`src/rtl/stream_range_source.sv`:
```
// Arithmetic-sequence stream source: one request emits count beats start, start+step, ...
// on a valid/ready stream, then answers with the modular sum of the emitted beats.
module stream_range_source #(
    parameter int unsigned N = 8
) (
    input  logic         clk,
    input  logic         nrst,
    input  logic         in_valid,
    output logic         in_ready,
    output logic         out_valid,
    input  logic         out_ready,
    input  logic [N-1:0] start_in,
    input  logic [N-1:0] step_in,
    input  logic [N-1:0] count_in,
    output logic [N-1:0] sum_out,
    output logic [N-1:0] sOut,
    output logic         sOut_valid,
    input  logic         sOut_ready,
    output logic         sOut_last
);

    localparam logic [N-1:0] One = N'(1);
    localparam logic [N-1:0] Two = N'(2);

    typedef enum logic [1:0] {
        StIdle   = 2'd0,
        StStream = 2'd1,
        StDone   = 2'd2
    } state_e;

    state_e       state_q, state_d;
    logic [N-1:0] cur_q, cur_d;
    logic [N-1:0] step_q, step_d;
    logic [N-1:0] rem_q, rem_d;
    logic [N-1:0] sum_q, sum_d;

    logic in_ready_q, in_ready_d;
    logic out_valid_q, out_valid_d;
    logic sout_valid_q, sout_valid_d;
    logic sout_last_q, sout_last_d;

    always_comb begin
        state_d = state_q;
        cur_d   = cur_q;
        step_d  = step_q;
        rem_d   = rem_q;
        sum_d   = sum_q;
        sout_last_d = sout_last_q;

        case (state_q)
            StIdle: begin
                if (in_valid) begin
                    cur_d       = start_in;
                    step_d      = step_in;
                    rem_d       = count_in;
                    sum_d       = '0;
                    sout_last_d = (count_in == One);
                    state_d     = (count_in != '0) ? StStream : StDone;
                end
            end
            StStream: begin
                // Beat leaves on this edge; last flag tracks the beat that follows it.
                if (sOut_ready) begin
                    cur_d       = cur_q + step_q;
                    sum_d       = sum_q + cur_q;
                    rem_d       = rem_q - One;
                    sout_last_d = (rem_q == Two);
                    if (rem_q == One) begin
                        state_d = StDone;
                    end
                end
            end
            StDone: begin
                sout_last_d = 1'b0;
                if (out_ready) begin
                    state_d = StIdle;
                end
            end
            default: begin
                state_d     = StIdle;
                sout_last_d = 1'b0;
            end
        endcase

        in_ready_d   = (state_d == StIdle);
        out_valid_d  = (state_d == StDone);
        sout_valid_d = (state_d == StStream);
        if (state_d != StStream) begin
            sout_last_d = 1'b0;
        end
    end

    always_ff @(posedge clk or negedge nrst) begin
        if (!nrst) begin
            state_q      <= StIdle;
            cur_q        <= '0;
            step_q       <= '0;
            rem_q        <= '0;
            sum_q        <= '0;
            in_ready_q   <= 1'b1;
            out_valid_q  <= 1'b0;
            sout_valid_q <= 1'b0;
            sout_last_q  <= 1'b0;
        end else begin
            state_q      <= state_d;
            cur_q        <= cur_d;
            step_q       <= step_d;
            rem_q        <= rem_d;
            sum_q        <= sum_d;
            in_ready_q   <= in_ready_d;
            out_valid_q  <= out_valid_d;
            sout_valid_q <= sout_valid_d;
            sout_last_q  <= sout_last_d;
        end
    end

    assign in_ready   = in_ready_q;
    assign out_valid  = out_valid_q;
    assign sum_out    = sum_q;
    assign sOut       = cur_q;
    assign sOut_valid = sout_valid_q;
    assign sOut_last  = sout_last_q;

endmodule

```
`config.mk`:
```
export PLATFORM = sky130hd
export DESIGN_NAME = stream_range_source
export DESIGN_NICKNAME = d
export VERILOG_FILES = /design/src/rtl/stream_range_source.sv
export SDC_FILE = /design/constraint.sdc
export NUM_CORES = 1
export LEC_CHECK = 0
export CAP_MARGIN = 20
export CORE_UTILIZATION = 57
export CTS_BUF_LIST = sky130_fd_sc_hd__clkbuf_8
export DETAILED_ROUTE_END_ITERATION = 16
export HOLD_SLACK_MARGIN = 0.15
export PLACE_DENSITY = 0.88
export SKIP_LAST_GASP = 1
export SYNTH_ARGS = -nofsm -noshare
export SYNTH_HDL_FRONTEND = slang
export SYNTH_SLANG_ARGS = --single-unit
```
`constraint.sdc`:
```
create_clock -name clk -period 4.3 [get_ports clk]
set_input_delay 0.43 -clock clk [delete_from_list [all_inputs] [get_ports clk]]
set_output_delay 0.43 -clock clk [all_outputs]
set_load 0.01 [all_outputs]
```
==> run metrics <==
CTS tree done; htree depth 2; Final Hold Vio Count 0; # setup viols final 0; EDFF count, synth 0; Root Buffer clkbuf_8; Die Span X 65.9 um; Ys Warns 0; Syn Std Cell Area roughly 2300 um2; slowest CP cell a21oi_2; largest net degree at the start of global routing 39; FMAX about 0.42 GHz; FP Rows 22; CTS Sinks 38; Clock transition at path regs about 0.08 ns; cts-stage hold buffer count 0; nets about 350; DR WL/cell 15.3 um; Longest Clk Path Bufs 2; status completed; max-slew violation count 0; CTS resizes 0; share of layout cells above drive strength 1 0.0797; setup_tns 0 ns; Worst slew margin 0.450; DRC 0; Initial Util 0.613; combinational family with the most area after synthesis compound AO/OA/AOI/OAI gates; vias in the first global route roughly 2000; switching part of the total power 0.436; async set-reset flop share out of synthesis 1.00; Num CTS Buffers 5; Vias between 2000 and 2500; largest cells by area after synthesis dfrtp_1 (40%), ha_1 (9.1%), o21ai_0 (6.9%); Routed Antenna Nets 0; Synth Instances ~250; Synth Area in Adders 0.109; worst-path cell chain nor2_1 > and2_1 > a21oi_2 > buf_4 > a21oi_1 > o22a_1; Pleak 1.27 nW; IO buf count 48; share of the synthesized area in the top cell type 0.398; Switching Power ~1.1 mW; Synth Area in Compound Gates 0.220; worst-skew pair later-pin latency 0.29 ns; CP required about 4.5 ns; Layout area overhead 26.2%; RSZ-0062 raised after global routing no; gpl congestion slightly above 0.8; mux cell area share after synthesis 0.0425; Avg Cell Area, Syn 9.20 um2; total track usage 0.277; Core ar. about 3800 um2; max-cap viol count 0; Post-Place Setup Slack ~1.8 ns; peak supply drop between 0.0004 and 0.0005 V; P per Cell Area 831 nW/um2; total gr overflow 0; slew of the pin with the lowest slew margin between 0.8 and 0.9 ns; Reg power frac 0.292; initial antenna violation count 0; synth unique cells 42; Setup Buffers After CTS 0; critical path arrival 2.55 ns; Setup crit end kind flip-flop; final period utilization 0.551; Synth Register Bits 38; Final min period between 2 and 2.5 ns; final setup margin between 1.5 and 2 ns; simple-gate share of the synthesized area 0.156; post-synth net total 301; XOR/XNOR share of the synthesized area 0.0301; clock power share 0.103; most frequent cells in the layout clkdlybuf4s50_1 (47), dfrtp_1 (37), o21ai_0 (32); area leader, netlist dfrtp_1; crit-path max FO 26; commonest non-fill, non-tap cell in the layout clkdlybuf4s50_1; Overall Power around 2.4 mW; first-pass GRT wire length ~9000 um; CP max stage delay 0.59 ns; ys flop type dfrtp_1; startpoint types flip-flop; clock skew between 0.004 and 0.005 ns; number of detailed-route iterations in the first pass 4; Vias/cell 5.97; sequential area share after synthesis 0.409; die area approximately 4300 um2; number of diodes 0; half-perimeter wire length after placement around 4000 um; Logic pwr share 0.605; Die Y about 66 um; internal power ~1.4 mW; I/O pin count ~50; aggregate routed wire length approximately 5300 um; CP Class flip-flop to flip-flop; initial DRC count around 200; type of the tightest min-delay check input port to async pin
==> metrics by stage <==
stage	cells	hold slack (ns)	utilization	cell area [um2]
after detailed placement	340	0.501	0.745	2830
after global routing	349	0.302	0.773	2940
after global placement	340	0.492	0.745	2830
after CTS	348	0.262	0.769	2920
after floorplan	253	0.134	-	2330
final	349	0.226	0.773	2940
==> registers in the layout, summed over array words and instances, names as in the netlist <==
| register | flops |
|---|---|
| sOut_last | 1 |
| out_valid | 1 |
| state_q | 2 |
| rem_q | 8 |
| sOut_valid | 1 |
| in_ready | 1 |
| step_q | 8 |
| sum_out | 8 |
| sOut | 8 |
==> worst max-delay path, delay by kind of cell (launching register included) <==
family | cells | cell delay, ns
AND/OR/NAND/NOR | 2 | 0.47
buffers and inverters | 1 | 0.37
flip-flops | 1 | 0.56
AO/OA/AOI/OAI | 3 | 0.86
==> Yosys cell counts (2+ instances only) <==
master	number
a21o_1	3
o21ai_1	2
inv_1	8
a31oi_1	2
xor2_1	3
a211oi_1	6
nor3_1	8
o21ai_0	32
a22oi_1	2
nor2b_1	3
nand2_1	25
o22a_1	2
and2_1	2
mux2_2	7
o21bai_1	3
nor4_1	3
nand2b_1	2
nor2_1	20
ha_1	17
clkbuf_1	6
o21a_1	3
nand3_1	2
dfrtp_1	37
a21oi_1	25
xnor2_1	5
mux2i_1	2
buf_2	5
fa_1	2
o31ai_1	2
nor3b_1	2
==> metal layers <==
| metal | vias to the layer above | routed length [um] | global-route usage |
|---|---|---|---|
| li1 | 997 | - | - |
| met1 | 1015 | 2360 | 0.359 |
| met2 | 61 | 2640 | 0.443 |
| met3 | 11 | 225 | 0.0552 |
| met4 | 0 | 107 | 0.128 |
| met5 | - | 0 | 0 |
==> cell families (layout without fill, tap and decap cells) <==
family / after synthesis / count (layout)
compound gates: 87 / 87
simple gates: 73 / 73
flops: 38 / 38
fa+ha+maj: 19 / 19
buf+inv: 19 / 67
mux: 9 / 9
xor+xnor: 8 / 8
==> layout make-up <==
class	instances	area (um2)
flip-flops and latches	38	952
clock buffers	6	82.6
well taps	48	60.1
inverters	8	30.0
repair buffers	51	505
fillers	275	862
clock inverters	2	8.76
multi-input cells	196	1300
==> power groups by stage <==
| stage | sequential, mW | combinational (mW) | clock (mW) |
|---|---|---|---|
| after floorplan | 0.695 | 1.03 | 0 |
| final | 0.712 | 1.48 | 0.253 |
| after CTS | 0.709 | 1.46 | 0.258 |
| after detailed placement | 0.716 | 1.44 | 0 |
| after global routing | 0.735 | 1.66 | 0.275 |
| after global placement | 0.701 | 1.38 | 0 |
==> path summary, 6_finish.rpt <==
| path | from | end | slack (ns) | cells after the start |
|---|---|---|---|---|
| worst max-delay path | state_q[1] | sOut[7] | 1.93 | 6 |
| max in group asynchronous | nrst | step_q[1] | 3.54 | 1 |
| worst max register to register | state_q[1] | sOut[7] | 1.93 | 6 |
| worst min register to register | step_q[0] | step_q[0] | 0.51 | 1 |
| worst min-delay path | nrst | sum_out[6] | 0.23 | 1 |
| min in group clk | step_q[0] | step_q[0] | 0.51 | 1 |
No activity file was read; power rests on OpenSTA's default activity.
